--- src/rtl/pu_mux_bank.sv ---
// ---------------------------------------------------------------------------
// pu_mux_bank
//
// Lane crossbar plus per-lane accumulator bank that sits in front of the
// processing-unit register file. One transfer carries LANES operand bytes.
// Every output lane selects any input lane. Depending on the transfer mode,
// the lane then does one of three things:
//   - passes the routed value through,
//   - loads the routed value into its accumulator, or
//   - adds the routed value into its accumulator, saturating at all-ones.
// Results are queued in a DEPTH-entry FIFO. Consumer back-pressure throttles
// the producer through in_ready.
//
// Pipeline:
//   accept edge -> S1 register (operands, selects, mode)
//   next edge   -> routed/accumulated result written to FIFO tail
//
// Ports:
//   clk        rising-edge clock
//   rst        synchronous active-high reset
//   in_valid   producer offers a transfer
//   in_ready   block can take a transfer (space reserved for S1 + FIFO)
//   vrd_i      LANES operands, lane k at [k*DW +: DW]
//   sel_i      per-output-lane source select, lane k at [k*SW +: SW]
//   mode_i     0/1 pass, 2 accumulate (saturating), 3 load
//   out_valid  FIFO head valid
//   out_ready  consumer takes the head
//   vrd_o      FIFO head data (zero when the FIFO is empty)
//   sat_o      sticky per-lane saturation flags
//   level_o    FIFO occupancy
// ---------------------------------------------------------------------------
module pu_mux_bank #(
  parameter int LANES = 4,
  parameter int DW    = 8,
  parameter int DEPTH = 8,
  parameter int SW    = $clog2(LANES)
) (
  input  logic                       clk,
  input  logic                       rst,
  input  logic                       in_valid,
  output logic                       in_ready,
  input  logic [LANES*DW-1:0]        vrd_i,
  input  logic [LANES*SW-1:0]        sel_i,
  input  logic [1:0]                 mode_i,
  output logic                       out_valid,
  input  logic                       out_ready,
  output logic [LANES*DW-1:0]        vrd_o,
  output logic [LANES-1:0]           sat_o,
  output logic [$clog2(DEPTH+1)-1:0] level_o
);

  localparam int LW = $clog2(DEPTH + 1);
  localparam int PW = $clog2(DEPTH);

  localparam logic [1:0] MODE_ACC  = 2'd2;
  localparam logic [1:0] MODE_LOAD = 2'd3;

  // Unsigned add with clamp to all-ones.
  // The MSB of the return value flags that the clamp was applied.
  function automatic logic [DW:0] sat_add(input logic [DW-1:0] a,
                                          input logic [DW-1:0] b);
    logic [DW:0] sum;
    sum = {1'b0, a} + {1'b0, b};
    if (sum[DW]) begin
      sat_add = {1'b1, {DW{1'b1}}};
    end else begin
      sat_add = sum;
    end
  endfunction

  // -------------------------------------------------------------------------
  // State
  // -------------------------------------------------------------------------
  logic                  s1_valid_q, s1_valid_d;
  logic [LANES*DW-1:0]   s1_vrd_q;
  logic [LANES*SW-1:0]   s1_sel_q;
  logic [1:0]            s1_mode_q;

  logic [DW-1:0]         acc_q [LANES];
  logic [DW-1:0]         acc_d [LANES];
  logic [LANES-1:0]      sat_q, sat_d;

  logic [LANES*DW-1:0]   mem_q [DEPTH];
  logic [PW-1:0]         wr_ptr_q, wr_ptr_d;
  logic [PW-1:0]         rd_ptr_q, rd_ptr_d;
  logic [LW-1:0]         level_q, level_d;

  // -------------------------------------------------------------------------
  // Handshake
  // -------------------------------------------------------------------------
  logic accept;
  logic push;
  logic pop;

  // The S1 entry already counts against FIFO space.
  // This means its push on the following edge can never overflow the FIFO.
  // A pop in the current cycle is deliberately not credited here.
  // That keeps in_ready a function of registered state only.
  assign in_ready  = !rst &&
                     (({1'b0, level_q} + {{LW{1'b0}}, s1_valid_q}) <
                      {1'b0, LW'(DEPTH)});
  assign out_valid = (level_q != '0);

  assign accept = in_valid && in_ready;
  assign push   = s1_valid_q;
  assign pop    = out_valid && out_ready;

  // -------------------------------------------------------------------------
  // S1 compute: crossbar, then per-lane pass / load / accumulate
  // -------------------------------------------------------------------------
  logic [DW-1:0]       in_lane [LANES];
  logic [DW-1:0]       route   [LANES];
  logic [DW:0]         add_w   [LANES];
  logic [LANES*DW-1:0] push_data;

  always_comb begin
    push_data = '0;
    sat_d     = sat_q;
    for (int k = 0; k < LANES; k++) begin
      in_lane[k] = s1_vrd_q[k*DW +: DW];
    end
    for (int k = 0; k < LANES; k++) begin
      route[k] = in_lane[s1_sel_q[k*SW +: SW]];
      add_w[k] = sat_add(acc_q[k], route[k]);
      acc_d[k] = acc_q[k];
      push_data[k*DW +: DW] = route[k];
      if (s1_valid_q) begin
        case (s1_mode_q)
          MODE_ACC: begin
            acc_d[k]              = add_w[k][DW-1:0];
            push_data[k*DW +: DW] = add_w[k][DW-1:0];
            if (add_w[k][DW]) begin
              sat_d[k] = 1'b1;
            end
          end
          MODE_LOAD: begin
            acc_d[k] = route[k];
            sat_d[k] = 1'b0;
          end
          default: begin
            // pass modes leave the accumulator and sat flag untouched
          end
        endcase
      end
    end
  end

  // -------------------------------------------------------------------------
  // FIFO pointers and occupancy
  // -------------------------------------------------------------------------
  always_comb begin
    wr_ptr_d   = push ? wr_ptr_q + PW'(1) : wr_ptr_q;
    rd_ptr_d   = pop  ? rd_ptr_q + PW'(1) : rd_ptr_q;
    level_d    = level_q;
    s1_valid_d = accept;
    case ({push, pop})
      2'b10:   level_d = level_q + LW'(1);
      2'b01:   level_d = level_q - LW'(1);
      default: level_d = level_q;
    endcase
  end

  // -------------------------------------------------------------------------
  // Control registers (reset)
  // -------------------------------------------------------------------------
  always_ff @(posedge clk) begin
    if (rst) begin
      s1_valid_q <= 1'b0;
      wr_ptr_q   <= '0;
      rd_ptr_q   <= '0;
      level_q    <= '0;
      sat_q      <= '0;
      for (int k = 0; k < LANES; k++) begin
        acc_q[k] <= '0;
      end
    end else begin
      s1_valid_q <= s1_valid_d;
      wr_ptr_q   <= wr_ptr_d;
      rd_ptr_q   <= rd_ptr_d;
      level_q    <= level_d;
      sat_q      <= sat_d;
      for (int k = 0; k < LANES; k++) begin
        acc_q[k] <= acc_d[k];
      end
    end
  end

  // -------------------------------------------------------------------------
  // Data registers (no reset; qualified by the valid/level state above)
  // -------------------------------------------------------------------------
  always_ff @(posedge clk) begin
    if (accept) begin
      s1_vrd_q  <= vrd_i;
      s1_sel_q  <= sel_i;
      s1_mode_q <= mode_i;
    end
    if (push && !rst) begin
      mem_q[wr_ptr_q] <= push_data;
    end
  end

  // -------------------------------------------------------------------------
  // Outputs
  // -------------------------------------------------------------------------
  // Gate the head with out_valid.
  // This keeps vrd_o at zero after reset, even though the storage itself is
  // never cleared.
  assign vrd_o   = out_valid ? mem_q[rd_ptr_q] : '0;
  assign sat_o   = sat_q;
  assign level_o = level_q;

endmodule

--- config.mk ---
export PLATFORM = sky130hd
export DESIGN_NAME = pu_mux_bank
export DESIGN_NICKNAME = d
export VERILOG_FILES = /design/src/rtl/pu_mux_bank.sv
export SDC_FILE = /design/constraint.sdc
export NUM_CORES = 1
export LEC_CHECK = 0
export CAP_MARGIN = 10
export CORE_MARGIN = 2
export CORE_UTILIZATION = 64
export CTS_BUF_LIST = sky130_fd_sc_hd__clkbuf_4 sky130_fd_sc_hd__clkbuf_8 sky130_fd_sc_hd__clkbuf_16
export DETAILED_ROUTE_END_ITERATION = 12
export PLACE_DENSITY_LB_ADDON = 0.15
export SYNTH_ARGS = -nofsm -noshare
export SYNTH_HDL_FRONTEND = slang
export SYNTH_SLANG_ARGS = --single-unit
--- constraint.sdc ---
create_clock -name clk -period 13.8 [get_ports clk]
set_clock_uncertainty 0.05 [all_clocks]
set_input_delay 1.38 -clock clk [delete_from_list [all_inputs] [get_ports clk]]
set_output_delay 1.38 -clock clk [all_outputs]
set_load 0.01 [all_outputs]
# After elaboration in Yosys (flattened, before gate mapping)
# Memory sizes are Yosys's and may differ from the RTL's. A register that Yosys moved wholly into a read port is not among the register bits.
# Cells that the tools add are included.
word_totals:
  reg_bits: 57
  output_inout_bits: 42
  n_memories: 2
  word_cells: 108
  ram_bits: 288
mem_list:
  columns: ["name", "depth", "width", "read_ports", "rd_clocked_by_memory_dff", "write_ports", "line_no", "text"]
  rows:
  - ["mem_q", 8, 32, 1, 1, 1, "83", "logic [LANES*DW-1:0] mem_q [DEPTH];"]
  - ["acc_q", 4, 8, 4, 0, 4, "79", "logic [DW-1:0] acc_q [LANES];"]
classes:
  eq_ne: 8
  n_reduce_logical: 12
  n_bitwise: 8
  muxes: 53
  n_addsub: 9
  order_cmp: 5
op_table:
  columns: ["op", "count"]
  rows:
  - ["$mux 8", 24]
  - ["$bmux 8 s2", 4]
  - ["$pmux 8 s2", 4]
  - ["$add 8x8->9", 4]
  - ["$mux 9", 4]
  - ["$mux 32", 1]
  - ["$ge 3x3->1 const B", 4]
  - ["$not 2->3", 4]
  - ["$reduce_and 3->1", 4]
  - ["$mux 1", 9]
  - ["$ne 2x2->1 const B", 4]
  - ["$pmux 1 s2", 4]
  - ["$pmux 4 s2", 1]
  - ["$add 3x1->3 const B", 2]
  - ["$eq 2x2->1 const B", 3]
  - ["$mux 3", 2]
  - ["$add 4x1->5", 1]
  - ["$lt 5x4->1 const B", 1]
  - ["$add 4x1->4 const B", 1]
  - ["$logic_and 1x1->1", 4]
  - ["$or 1x1->1", 4]
  - ["$reduce_bool 2->1", 2]
  - ["$reduce_bool 4->1", 1]
  - ["$sub 4x1->4 const B", 1]
  - ["2 further kinds", 2]

# Logic depth before layout (Yosys ltp)
# Gate-level depths: netlist (run 1).
logic_depth:
  word_depth: 9
  ltp_mapped: 11
  ltp_nobuf: 10

# Least setup slack after synthesis (run 1)
# No wires, ideal clock.
synth_timing:
  path_type: "input -> register"
  start: "input rst"
  end: "memory mem_q[4][0] (netlist name) (enable)"
  arrival_time_ps: 4888
  required_time_ps: 13249
  setup_slack_ps: 8360
  stages: 3
  setup_ps: 501
  path_buffers: 2
  cell_sequence: "clkbuf_1 clkbuf_1 nor4_1"
synth_between:
  elab_chain_cells: 4
synth_rtl:
  columns: ["item", "line_no", "text"]
  rows:
  - ["start, declared", "39", "input logic rst,"]
  - ["$logic_not 1->1", "197", "if (push && !rst) begin"]
  - ["$logic_and 1x1->1", "197", null]
  - ["$mux 1", "197", null]
  - ["$mux 1 (not written as such)", "198", "mem_q[wr_ptr_q] <= push_data;"]
  - ["end, declared", "83", null]
# Every way passes these cells.

==> results summary, run 1 <==
The remaining number of nets flagged by the antenna check after routing is 0. The die covers 25500 sq um. The most common cell after layout, fill and taps aside is sky130_fd_sc_hd__edfxtp_1.

The proportion of synthesized chip area in sequential cells came out at 64.0%. Traced cell by cell, the critical path runs through buf_4, mux4_2, mux2i_1, nor2_1, clkdlybuf4s50_1. The vertical die dimension came out at 160 um. The total half-perimeter wirelength after legalization and detailed placement is 19.5 mm. Counting flops with an async set or reset pin after synthesis yields a share of 0%. The mapped cell area came out at 15500 sq um. The final core utilization is 74.3%. Once routing completed, OpenROAD measured the worst setup slack at 9100 ps. The initial standard-cell utilization of the core came out at 64.5%. The first routing iteration left 795 violations. The share of the clock period used by the worst path after layout is 34.1%. The worst-case IR drop observed on VDD is 124 uV. For this run, the leading register cell type out of synthesis is sky130_fd_sc_hd__edfxtp_1. The largest single stage delay on the critical path is 700 ps.

Counting I/O delays and the setup requirement, the final critical path takes 4700 ps. The synthesized area divided by synthesized cell count is 15.6 sq um. Global routing used 25.1% of the available tracks. The leakage component of the power is 5.96 nW. For this run, the detailed router's first-pass iteration total came to 5.

The number of max-slew violations in the final report is 0. The maximum number of pins on one net before global-route repair is 65. The via count of the first global-routing pass came to 8879. In this run the worst hold path is classified as reg -> reg.

The final worst hold slack is 445 ps. The instance area at placement is 16800 sq um. The number of clock buffers added by TritonCTS is 36. The setup TNS after final layout came out at 0 ps. The initial antenna violation count came out at 0. The clock latency on the worst-skew pair came out at 510 ps. The worst hold path begins at acc_q[2][6]. Hold repair after CTS inserted 0 buffers.

The number of endpoints failing setup at the final stage is 0. The average routed wire per standard cell came out at 22.1 um. The setup slack of the most critical reg-to-reg path is 9630 ps. The x dimension of the die came out at 160 um.

Routability-driven placement finished with a final weighted congestion of 0.883. Setup repair after global routing left no endpoint under its margin. The antenna cell count is 0. Among all stages on the critical path, the largest delay is contributed by sky130_fd_sc_hd__dfxtp_4. The via count is 9071. The synthesized instance count came out at 995. Counting flops with a built-in enable in the synthesized netlist gives 298. The synthesized netlist net count came out at 1083.

The total number of H-tree levels came out at 2. The clock root buffer is sky130_fd_sc_hd__clkbuf_16. The final layout contains 1171 nets. The length in cells of the worst reg-to-reg path came out at 8. The clock drives 348 sinks.

Gates resized during post-CTS repair numbered 0. The worst hold path was traced through 2 stages. Timing analysis after detailed placement gives a worst setup slack of 9570 ps.

The critical path data required time came out at 12370 ps. The number of setup buffers added after CTS is 0. Buffers placed on the I/O ports in this run total 87. The power density of the placed cells came out at 165 nW/um^2. The first global-routing pass estimated 49.0 mm of wire. The final hold violation count came out at 0. The average via count per standard cell is 6.33.

By startpoint and endpoint, the worst setup path is classified as reg -> out. The flop and latch count out of synthesis came out at 348. Headroom to the max-slew limit came out at 26.4%.

The number of placement rows is 57. The worst register-to-register path begins at s1_sel_q[4]. The TritonCTS clock tree is yes.

The max capacitance violation total came out at 0. The cell count after placement is 1369. The DRC violation count after routing came out at 0. The flow ran to the end, and the final reports show no timing, DRC or antenna violations. The floorplan step defined a core boundary enclosing 24100 sq um.

The kind of end point of the critical path is a primary output. Summing internal, switching and leakage power gives 2.95 mW. The endpoint with the worst hold slack is acc_q[2][6].

The fmax came out at 213 MHz. The maximum count of clock buffers along a single path is 3. The share of post-route cells with drive strength above 1 is 17.7%. The critical path arrival came out at 3270 ps. Clock-pin slew was measured on the worst setup and hold paths at 50 ps.

In this run the worst path has a maximum fanout of 36. The buffers plus inverters on the worst setup path came out at 2. In the layout the commonest cells are sky130_fd_sc_hd__edfxtp_1 (298), sky130_fd_sc_hd__nor2_1 (105), sky130_fd_sc_hd__mux4_2 (96), sky130_fd_sc_hd__clkdlybuf4s50_1 (86), sky130_fd_sc_hd__dfxtp_1 (47).

After the flow finishes, the layout carries non-filler instances totaling 1434. The area growth from synthesis to final layout is 15.2%. The end of the worst register-to-register path is mem_q[2][22].

Once layout is done, the placed cells without fillers occupy 17900 sq um. The number of warnings issued by yosys came out at 0. Grouping stages by cell kind, the critical path spends the most delay in buffers and inverters. STA classifies the critical path startpoint as a flop. The number of distinct library cells after synthesis came out at 56. The aggregate global routing overflow came out at 0. The I/O pin total came out at 88. The wire length reported by the detailed router came out at 31.7 mm. For the pin with the worst max-slew slack, the measured transition is 1090 ps.
power breakdown:
part / total [mW] / leakage [nW] / switching [mW] / internal, mW
Clock: 0.911 / 0.576 / 0.374 / 0.537
Sequential: 1.27 / 3.11 / 0.0573 / 1.22
Combinational: 0.765 / 2.28 / 0.380 / 0.385
Total: 2.95 / 5.96 / 0.812 / 2.14
per-layer routing:
metal  part of all wire, %  GRT usage, %  vias to the layer above
met5                     0             0                        -
li1                      -             -                     4132
met1                    42          34.7                     4559
met2                    49          41.7                      328
met3                   6.5          4.52                       52
met4                   2.4          7.70                        0
logic make-up (layout without fill, tap and decap cells):
kind of cell               after synthesis  count (layout)  share of synthesized area (%)
AOI/OAI and AO/OA                      161             161                           6.50
xor gates and xnor gates                18              18                           1.01
adders and majority gates               42              42                           3.62
buffers and inverters                   64             179                           1.74
DFF                                    348             348                           64.0
muxes                                  134             134                           16.4
and+or+nand+nor                        228             228                           6.73
sequential cells by signal, indices dropped and copies added (netlist names), named ones only:
register	count
acc_q	32
level_o	4
mem_q	256
push	1
rd_ptr_q	3
s1_mode_q	2
s1_sel_q	8
s1_vrd_q	32
sat_o	4
wr_ptr_q	3
area by class of cell:
cell class	instances	area (sq um)
well taps	324	405
inverters	11	41.3
clock buffers	51	1060
multi-input cells	583	5380
clock inverters	14	81.3
flip-flops and latches	348	9960
repair buffers	103	986
fillers	1546	6200
synth_stat cells, types with 3 or more instances:
library cell	count	area share [%]
sky130_fd_sc_hd__xnor2_1	7	0.39
sky130_fd_sc_hd__ha_1	37	3.0
sky130_fd_sc_hd__mux4_2	96	14
sky130_fd_sc_hd__o22ai_1	19	0.76
sky130_fd_sc_hd__edfxtp_1	298	58
sky130_fd_sc_hd__o211ai_1	4	0.19
sky130_fd_sc_hd__inv_1	10	0.24
sky130_fd_sc_hd__clkbuf_1	27	0.65
sky130_fd_sc_hd__xor2_1	11	0.62
sky130_fd_sc_hd__a221oi_1	4	0.23
sky130_fd_sc_hd__a22oi_1	6	0.29
sky130_fd_sc_hd__mux2i_1	37	2.4
sky130_fd_sc_hd__and4_1	3	0.17
sky130_fd_sc_hd__nor2_1	111	2.7
sky130_fd_sc_hd__or3_1	8	0.32
sky130_fd_sc_hd__a21o_1	14	0.68
sky130_fd_sc_hd__dfxtp_1	50	6.4
sky130_fd_sc_hd__or4_1	5	0.24
sky130_fd_sc_hd__nor3_1	29	0.93
sky130_fd_sc_hd__a211oi_1	8	0.39
sky130_fd_sc_hd__o21ai_0	41	1.3
sky130_fd_sc_hd__buf_1	7	0.17
sky130_fd_sc_hd__o21bai_1	4	0.19
sky130_fd_sc_hd__fa_1	5	0.64
sky130_fd_sc_hd__nand2_1	38	0.92
sky130_fd_sc_hd__a21oi_1	42	1.4
sky130_fd_sc_hd__a31oi_1	6	0.24
sky130_fd_sc_hd__nand3_1	11	0.35
sky130_fd_sc_hd__buf_2	18	0.58
sky130_fd_sc_hd__and2_1	7	0.28
tightest hold or removal path, stage by stage (launching register included):
cell,delay (ps)
sky130_fd_sc_hd__dfxtp_1,320
sky130_fd_sc_hd__nand2_1,70
sky130_fd_sc_hd__a221oi_2,50
how the worst max path moves through the flow:
stage / end / depth (start not counted) / slack (ps) / from
floorplan: mem_q[4][0] / 3 / 8360 / rst
global placement: vrd_o[22] / 5 / 9590 / flop
detailed placement: vrd_o[16] / 5 / 9570 / flop
CTS: vrd_o[28] / 5 / 8990 / flop
global route: vrd_o[1] / 5 / 8840 / flop
finish: vrd_o[16] / 5 / 9100 / flop
Note: power is estimated with default switching activity, not from simulation.
==> inputs of run 2 (changes only) <==
--- a/config.mk
+++ b/config.mk
@@ -7,7 +7,7 @@
 export LEC_CHECK = 0
 export CAP_MARGIN = 10
 export CORE_MARGIN = 2
-export CORE_UTILIZATION = 64
+export CORE_UTILIZATION = 60
 export CTS_BUF_LIST = sky130_fd_sc_hd__clkbuf_4 sky130_fd_sc_hd__clkbuf_8 sky130_fd_sc_hd__clkbuf_16
 export DETAILED_ROUTE_END_ITERATION = 12
 export PLACE_DENSITY_LB_ADDON = 0.15
==> constraint.sdc (replaced) <==
create_clock -name clk -period 4.6 [get_ports clk]
set_clock_uncertainty 0.05 [all_clocks]
set_input_delay 0.46 -clock clk [delete_from_list [all_inputs] [get_ports clk]]
set_output_delay 0.46 -clock clk [all_outputs]
set_load 0.01 [all_outputs]
==> results summary, run 2 (synthesis results as in run 1) <==
The wire length reported by the detailed router came out at 33.9 mm (was 31.7 mm). The area growth from synthesis to final layout came out at 15.8% (was 15.2%). The power density of the placed cells was 498 nW/um^2 (was 165 nW/um^2). The max capacitance violation total came to 0 (unchanged).

The met3 routing resource usage after global routing came out at 3.52% (was 4.52%). The portion of total power attributed to sequential cells was 42.8% (was 43.2%). The power spent charging and discharging nets came out at 2.46 mW (was 0.812 mW). The startpoint class of the critical path is a flop (unchanged).

The x dimension of the die was 165 um (was 160 um). The remaining number of nets flagged by the antenna check after routing is 0 (unchanged). The routability-driven placement congestion ratio came out at 1.01 (was 0.883). The post-cts sizing count is 0 (unchanged). The highest ir drop seen on vdd is 400 uV (was 124 uV). The register with the most flip-flops is mem_q (unchanged). The first-pass GRT wire length came out at 52.1 mm (was 49.0 mm). The internal power was 6.49 mW (was 2.14 mW). The routing usage on met1 was 36.7% (was 34.7%). The worst path needs 3780 ps of the cycle, external delays included.

The initial standard-cell utilization of the core was 61.4% (was 64.5%). The clock latency on the worst-skew pair came out at 520 ps (was 510 ps). The count of filler cells inserted in the layout came to 1602 (was 1546).

The cell count after placement is 1383 (was 1369). The total iterations of the first detailed-routing run came out at 5 (unchanged). The critical path arrival came out at 3950 ps (was 3270 ps). The highest net fanout along the worst path is 8 (was 36). The non-filler instance count after layout is 1444 (was 1434).

The TritonCTS clock tree was yes (unchanged). The share of post-route cells with drive strength above 1 came out at 18.2% (was 17.7%). The total track usage was 25.8% (was 25.1%). The switching fraction of total power was 27.5% (about the same). Setup repair after global routing missed its margin: false (unchanged). The vertical die dimension is 165 um (was 160 um). The final worst hold slack came out at 443 ps (was 445 ps).

The combinational share of power was 25.9% (was 26.0%). The flip-flop count of the largest register after layout came to 256 (unchanged). The number of nets in the final layout is 1178 (was 1171).

The number of max-slew violations in the final report was 0 (unchanged). The most common cell after layout, fill and taps aside is sky130_fd_sc_hd__edfxtp_1 (unchanged). The average via count per standard cell is 6.44 (was 6.33). The number of buffers added on ports is 87 (unchanged).

The area of the core region came to 25300 sq um (was 24100 sq um). The antenna cell count came to 0 (unchanged). The share of the clock period used by the worst path after layout is 82.3%.

The highest-delay cell along the critical path is sky130_fd_sc_hd__edfxtp_1 (was sky130_fd_sc_hd__dfxtp_4). Cells traversed along the worst timing path: mux4_2, ha_1, fa_1, a21o_1, a221oi_4, nor4b_1, a211o_1, o21ai_0 (was buf_4, mux4_2, mux2i_1, nor2_1, clkdlybuf4s50_1). The most heavily used metal layer in global routing is met2 (unchanged). The violation count after the first detailed-routing iteration is 958 (was 795). The CTS clock-pin slew for the worst setup and hold paths is 60 ps (was 50 ps). The die outline area is 27200 sq um (was 25500 sq um). The buffer count from post-CTS setup fixing was 0 (unchanged). The number of endpoints failing setup at the final stage came out at 0 (unchanged). The aggregate global routing overflow came out at 0 (unchanged). The instance area at placement came out at 16800 sq um (about the same). The via count of the first global-routing pass came to 9081 (was 8879). The setup TNS after final layout came to 0 ps (unchanged).

Commonest cells after routing, fill and taps aside: sky130_fd_sc_hd__edfxtp_1 (298), sky130_fd_sc_hd__nor2_1 (105), sky130_fd_sc_hd__mux4_2 (96), sky130_fd_sc_hd__clkdlybuf4s50_1 (86), sky130_fd_sc_hd__dfxtp_1 (47) (unchanged). The average routed wire per standard cell came out at 23.5 um (was 22.1 um). The final hold violation count is 0 (unchanged). The initial antenna violation count came out at 0 (unchanged). The routing usage on met2 came to 41.6% (was 41.7%). The family of cells with the greatest summed delay on the critical path is compound AO/OA/AOI/OAI gates (was buffers and inverters).

Registers with the most flip-flops: mem_q x256, acc_q x32, s1_vrd_q x32 (unchanged). The critical path data required time came out at 4770 ps (was 12370 ps). The classification of the worst-slack hold path is in -> reg (was reg -> reg). The via count is 9294 (was 9071). The DRC violation count after routing is 0 (unchanged). The number of clock buffers inserted by TritonCTS came out at 35 (was 36).

Result of the run: finished, final reports clean (unchanged). The final design area excluding fillers is 18000 sq um (was 17900 sq um). The actual slew at the worst max-slew pin came out at 1040 ps (was 1090 ps). The delay contributed by the slowest stage of the critical path is 660 ps (was 700 ps). The total number of H-tree levels is 2 (unchanged). The critical path class is reg -> reg (was reg -> out). The I/O pin total came out at 88 (unchanged). The number of placement rows is 58 (was 57). The TritonCTS sink count is 348 (unchanged). The maximum count of clock buffers along a single path came to 3 (unchanged). The portion of total power attributed to the clock network came out at 31.2% (was 30.9%). The maximum number of pins on one net before global-route repair was 54 (was 65). The buffers plus inverters on the worst setup path came out at 0 (was 2). The total half-perimeter wirelength after legalization and detailed placement is 21.9 mm (was 19.5 mm).

The worst slew slack as a fraction of its limit is 29.6% (was 26.4%). The leakage component of the power is 6.00 nW (was 5.96 nW). The kind of end point of the critical path is a flop (was primary output). The number of buffers inserted for hold repair after clock tree synthesis came to 0 (unchanged). The clock root buffer is sky130_fd_sc_hd__clkbuf_16 (unchanged). Derived from the worst setup path, the maximum achievable clock frequency is 264 MHz.
[run 2: changes by cell type in the layout (fill, tap and decap cells not counted), sizes merged]
cell / change
clkinv: -5
inv: -1
clkinvlp: +1
bufinv: +2
clkbuf: -1
buf: +8
[run 2: worst paths after layout]
check,startpoint,endpoint,depth (start not counted),slack [ps]
setup / recovery,s1_sel_q[4],mem_q[1][22],8,820
hold / removal,vrd_i[15],s1_vrd_q[15],1,440
setup reg to reg,s1_sel_q[4],mem_q[1][22],8,820
hold reg to reg,acc_q[0][6],acc_q[0][6],2,460
[run 2: cell type report]
cell class / instances / area [sq um] / share of cell area [%]
inverter: 11 / 41.3 / 0.229
timing repair buffer: 111 / 1060 / 5.88
multi-input combinational: 583 / 5380 / 29.9
clock inverter: 11 / 126 / 0.702
sequential: 348 / 9960 / 55.3
tap: 330 / 413 / 2.29
clock buffer: 50 / 1020 / 5.66
[run 2: routing by layer]
layer,up-vias,share of wire [%]
li1,4150,-
met1,4601,42
met2,453,47
met3,90,6.9
met4,0,3.5
met5,-,0
[run 2: power groups by stage]
stage / Sequential, mW / Combinational (mW) / Clock (mW)
2_1_floorplan: 3.77 / 1.58 / 0
3_3_place_gp: 3.90 / 2.29 / 0
3_5_place_dp: 3.90 / 2.34 / 0
4_1_cts: 3.84 / 2.35 / 2.83
5_1_grt: 3.86 / 2.53 / 2.95
6_report: 3.83 / 2.32 / 2.80
[run 2: metrics by stage]
stage               utilization, %  total power, mW  setup WS [ps]
finish                        71.0             8.95            816
global route                  71.0             9.34            491
CTS                           71.0             9.02            807
detailed placement            66.5             6.24            771
global placement              66.5             6.18            949
floorplan                        -             5.35           80.2
==> variant 1, RTL diff (settings of run 2) <==
The parameter `DW` goes from 8 to 6.
--- a/src/rtl/pu_mux_bank.sv
+++ b/src/rtl/pu_mux_bank.sv
@@ -31,7 +31,7 @@
 // ---------------------------------------------------------------------------
 module pu_mux_bank #(
   parameter int LANES = 4,
-  parameter int DW    = 8,
+  parameter int DW    = 6,
   parameter int DEPTH = 8,
   parameter int SW    = $clog2(LANES)
 ) (
Ports: changed (resized vrd_i and vrd_o); port bits go from 88 to 72. The function was not compared with the original's and may differ.
==> variant 1 against run 2 <==
Final area is 22% lower. Sequential cell count shrank 80. Utilization up 0.41 points. Synthesized area decreased by 23%. Setup slack better by 250 ps. Highest routed layer unchanged. Total power shrank 22%. Routed wire length down 23%. Fmax grew 7.0%. Critical path depth fell by 1. Worst hold slack lost 38 ps.
==> variant 1: results (changes against run 2) <==
Logic synthesis
  – Ys Warns: 0 (unchanged)
  – Post-synth ARST share: 0% (unchanged)
  – Yosys cell types: 55 (-1.8%)
  – Post-synthesis sequential area ratio: 63.6% (-0.40 points)
  – Synth cell count leaders: edfxtp_1 (226), nor2_1 (95), mux4_2 (72)
  – Post-synth EDFFs: 226 (-24%)
  – Syn_nets: 834 (-23%)
  – Synth top area cells: edfxtp_1 (57%), mux4_2 (14%), dfxtp_1 (7.0%), ha_1 (3.0%), nor2_1 (3.0%)

Worst hold path
  – Hold WC Path Type: reg2reg

Place
  – PortBufs: 71 (-18%)
  – DPL Wire Length: 16700 um (-24%)
  – RePlAce Congestion: 0.945 (-6.0%)
  – Placed cell areas: 0.0130 mm2 (-23%)

Global routing
  – GRT Resource Usage Total: 25.2% (-0.61 points)
  – Initial antenna violation count: 0 (unchanged)
  – Vias in the first global route: 7093 (-22%)
  – Grt total ovfl: 0 (unchanged)
  – Largest net degree at the start of global routing: 39 (-28%)
  – Global-route wire length before repair: 40900 um (-22%)

Worst setup path
  – Critical Path Max Stage Delay: 620 ps (-40 ps)
  – Critical Path Fanout Max: 8 (unchanged)
  – Worst Path Arrival: 3710 ps (-240 ps)
  – Crit path max-delay cell type: a21oi_1

CTS
  – Root Driver: clkbuf_16
  – Worst-Skew Late Latency: 540 ps (+20 ps)
  – CTS buffer count: 27 (-23%)
  – Clk buf depth: 3 (unchanged)
  – Clock slew seen by the registers of the worst setup and hold paths: 70 ps
  – Setup bufs post-CTS: 0 (unchanged)
  – H-tree lvl count: 1 (-1)
  – Post-cts resize count: 0 (unchanged)

Power
  – NetSw: 1.93 mW (-22%)
  – Max IR drop VDD: 0.387 mV (-3.1%)
  – LEAKAGE: 4.66 nW (-22%)

Route
  – DR WL/cell: 23.1 um (-1.5%)
  – DRT Pass-1 Iters: 5 (unchanged)
  – Via density: 6.21 (-3.4%)
  – Detailed Route Iter0 Violations: 724 (-24%)

Finish
  – Fill cells: 1307 (-18%)
  – Antenna diode count: 0 (unchanged)
  – Final #Nets: 917 (-22%)
  – Largest regs: mem_q: 192 flops, acc_q: 24 flops, s1_vrd_q: 24 flops
  – Layout cells sized above 1: 19.7% (+1.5 points)

Outcome
  – Outcome: finished clean

Timing
  – Hold Vio Cnt, Final: 0 (unchanged)
  – Headroom to the max-slew limit: 30.7% (+1.1 points)
==> variant 1: cell families (layout without fill, tap and decap cells) <==
logic type,after synthesis,in the layout,share of synthesized area [%]
fa+ha+maj,34,34,3.86
mux,101,101,16.0
flops,268,268,63.6
compound gates,121,121,6.89
simple gates,181,181,6.94
xor+xnor,16,16,1.17
buf+inv,41,145,1.53
==> variant 1: layer usage <==
layer / part of all wire [%] / wire [um] / global-route usage, % / vias to the layer above
met5: 0 / 0 / 0 / -
met3: 6.5 / 1700 / 4.04 / 47
met2: 48 / 12600 / 40.8 / 291
met1: 43 / 11300 / 36.6 / 3518
li1: - / - / - / 3173
met4: 2.2 / 580 / 6.37 / 0
==> variant 1: worst max-delay path, delay by kind of cell, from the launching register on <==
kind | cells | cell delay (ps)
and+or+nand+nor | 2 | 410
adders and majority gates | 2 | 740
AOI/OAI and AO/OA | 2 | 860
DFF | 1 | 550
muxes | 1 | 610
==> variant 1: worst paths after layout <==
| path | startpoint | to | slack (ps) | cells past startpoint |
|---|---|---|---|---|
| worst max-delay path | s1_sel_q[2] | mem_q[0][10] | 1060 | 7 |
| worst min-delay path | acc_q[1][5] | acc_q[1][5] | 400 | 2 |
| worst max register to register | s1_sel_q[2] | mem_q[0][10] | 1060 | 7 |
| worst min register to register | acc_q[1][5] | acc_q[1][5] | 400 | 2 |
==> variant 1: power groups by stage <==
| stage | registers, mW | clock network, mW | logic, mW |
|---|---|---|---|
| after floorplan | 2.91 | 0 | 1.20 |
| after global placement | 3.05 | 0 | 1.68 |
| after detailed placement | 3.06 | 0 | 1.72 |
| after CTS | 3.01 | 2.26 | 1.73 |
| after global routing | 3.03 | 2.36 | 1.86 |
| final | 3.00 | 2.24 | 1.73 |
==> variant 1: layout make-up <==
| cell class | count | area, um2 | area share (%) |
|---|---|---|---|
| inverters | 8 | 30.0 | 0.215 |
| clock buffers | 35 | 754 | 5.41 |
| flip-flops and latches | 268 | 7630 | 54.7 |
| multi-input cells | 453 | 4200 | 30.1 |
| clock inverters | 15 | 168 | 1.20 |
| repair buffers | 87 | 831 | 5.96 |
| well taps | 265 | 332 | 2.38 |
==> variant 1: stage by stage <==
step,std cells,worst slack [ps]
6_report,1131,1060
5_1_grt,1131,821
4_1_cts,1131,981
3_5_place_dp,1081,1140
3_3_place_gp,1081,1220
2_1_floorplan,762,883
==> variant 2, RTL diff (config.mk and constraints of run 2) <==
Without the edit above. Make the reset (`rst`) asynchronous in one clocked block. Comments in the files are not updated.
--- a/src/rtl/pu_mux_bank.sv
+++ b/src/rtl/pu_mux_bank.sv
@@ -163,7 +163,7 @@
   // -------------------------------------------------------------------------
   // Control registers (reset)
   // -------------------------------------------------------------------------
-  always_ff @(posedge clk) begin
+  always_ff @(posedge clk or posedge rst) begin
     if (rst) begin
       s1_valid_q <= 1'b0;
       wr_ptr_q   <= '0;
Function: differs if rst is asserted again (counterexample within 4 cycles, from zero or initial values and one cycle with rst high); with rst held inactive, the same outputs for 4 cycles.
==> variant 2 against run 2 <==
Routed wire length rose by 4.1%. Setup slack better by 170 ps. Final area grew 0.70%. Sequential cell count decreased by 3. First-iteration DRC count shrank 6.1%. Sequential power is 13% higher. Synthesized area up 0.77%. Fmax grew 4.6%. Sequential share of layout area increased by 0.58 points. Total power grew 29%. Via count down 2.0%.
==> variant 2: results (changes against run 2) <==
Route
  – Detailed-route via count: 9107 (-2.0%)
  – WL final: 35300 um (+4.1%)
  – Detailed Route Iter0 Violations: 900 (-6.1%)

Global routing
  – Vias in the first global route: 9232 (+1.7%)
  – Largest net degree at the start of global routing: 48 (-11%)
  – GRT Resource Usage Total: 26.9% (+1.1 points)
  – Global-route wire length before repair: 54200 um (+4.0%)

Finish
  – Largest regs: mem_q: 256 flops, acc_q: 32 flops, s1_vrd_q: 32 flops
  – Final Non-Filler Cells: 1421 (-1.6%)
  – Antenna diode count: 0 (unchanged)
  – Layout cells sized above 1: 18.9% (+0.65 points)

Place
  – RePlAce Congestion: 0.936 (-6.9%)
  – Cells after DPL: 1357 (-1.9%)
  – Placed cell areas: 0.0169 mm2 (+0.48%)
  – DPL Wire Length: 22500 um (+2.8%)
  – Pre-CTS setup slack: 1010 ps (+240 ps)
  – PortBufs: 87 (unchanged)

Outcome
  – Outcome: finished clean

Worst setup path
  – Critical Path Fanout Max: 8 (unchanged)
  – Worst Reg-to-Reg Cells: 7 (-1)
  – Crit path max-delay cell type: edfxtp_1
  – Reg2Reg Setup Slack: 980 ps (+170 ps)
  – Worst Path Arrival: 3730 ps (-220 ps)
  – Reg-to-Reg Start: s1_sel_q[6]
  – Worst R2R End: mem_q[2][31]
  – Delay-heaviest family, CP: compound AO/OA/AOI/OAI gates
  – Critical Path Max Stage Delay: 640 ps (-20 ps)

Logic synthesis
  – Synth cell count leaders: edfxtp_1 (298), nor2_1 (103), mux4_2 (96)
  – Synth top area cells: edfxtp_1 (57%), mux4_2 (14%), dfrtp_1 (7.5%), ha_1 (3.0%), nor2_1 (2.5%)
  – Post-synth ARST share: 13.6% (+14 points)
  – Post-synth EDFFs: 298 (unchanged)
  – Post-synthesis sequential area ratio: 64.7% (+0.63 points)
  – Yosys cell types: 42 (-25%)
  – Ys Warns: 0 (unchanged)
  – Mean area per synthesized cell: 16.2 um2 (+4.0%)
  – Syn_nets: 1052 (-2.9%)

CTS
  – CTS buffer count: 36 (+2.9%)
  – Root Driver: clkbuf_16
  – CTS Sinks: 345 (-0.86%)
  – H-tree lvl count: 2 (unchanged)
  – Clock slew seen by the registers of the worst setup and hold paths: 60 ps (about the same)

Timing
  – Worst hold margin: 441 ps (-1.87 ps)
  – Pin slew with the least headroom to its limit: 1030 ps (-18.5 ps)

Worst hold path
  – Hold Path Sink: acc_q[27]
  – Worst hold path stage count: 2 (+1)
  – HP Start: acc_q[27]
  – Hold WC Path Type: reg2reg

Power
  – Max IR drop VDD: 0.372 mV (-7.0%)
  – LEAKAGE: 6.33 nW (+5.5%)
  – Internal power: 7.72 mW (+19%)
[variant 2: cell count changes in the layout (fill, tap and decap cells not counted), sizes merged, moves of 15 or more]
cell and change:
nor3 -21, dfxtp -50, nand2 +15, dfrtp +47, a31oi +18
[variant 2: worst max path at each step]
stage	from	to	slack (ps)	cells past startpoint
after detailed placement	s1_sel_q[0]	mem_q[0][7]	1010	7
after floorplan	rst	mem_q[2][0]	60	3
final	s1_sel_q[6]	mem_q[2][31]	980	7
after global routing	s1_sel_q[4]	mem_q[1][21]	780	7
after global placement	s1_sel_q[0]	mem_q[0][7]	1070	7
after CTS	rd_ptr_q[0]	vrd_o[31]	890	5
[variant 2: cell type report]
class	count	area (um2)
Clock buffer	47	1020
Clock inverter	17	171
Fill cell	1687	7720
Inverter	7	26.3
Multi-Input combinational cell	565	5320
Sequential cell	345	10100
Tap cell	335	419
Timing Repair Buffer	105	1030
[variant 2: power by group through the flow]
stage	Sequential [mW]	Clock [mW]	Combinational (mW)
floorplan	4.09	0	3.19
global placement	4.39	0	4.27
detailed placement	4.41	0	4.34
CTS	4.35	2.91	4.38
global route	4.39	3.04	4.78
finish	4.34	2.87	4.37
[variant 2: logic make-up (layout without fill, tap and decap cells)]
family,after synthesis,count (layout),share of synthesized area (%)
fa+ha+maj,42,42,3.60
buf+inv,54,176,1.77
flops,345,345,64.7
xor+xnor,20,20,1.12
compound gates,179,179,7.46
simple gates,189,189,5.07
mux,135,135,16.3
[variant 2: layer usage]
layer	share of wire [%]	GRT usage [%]	up-vias
met3	6.8	3.97	74
met5	0	0	-
met4	2.4	7.76	0
met2	49	43.9	393
li1	-	-	4015
met1	42	38.4	4625
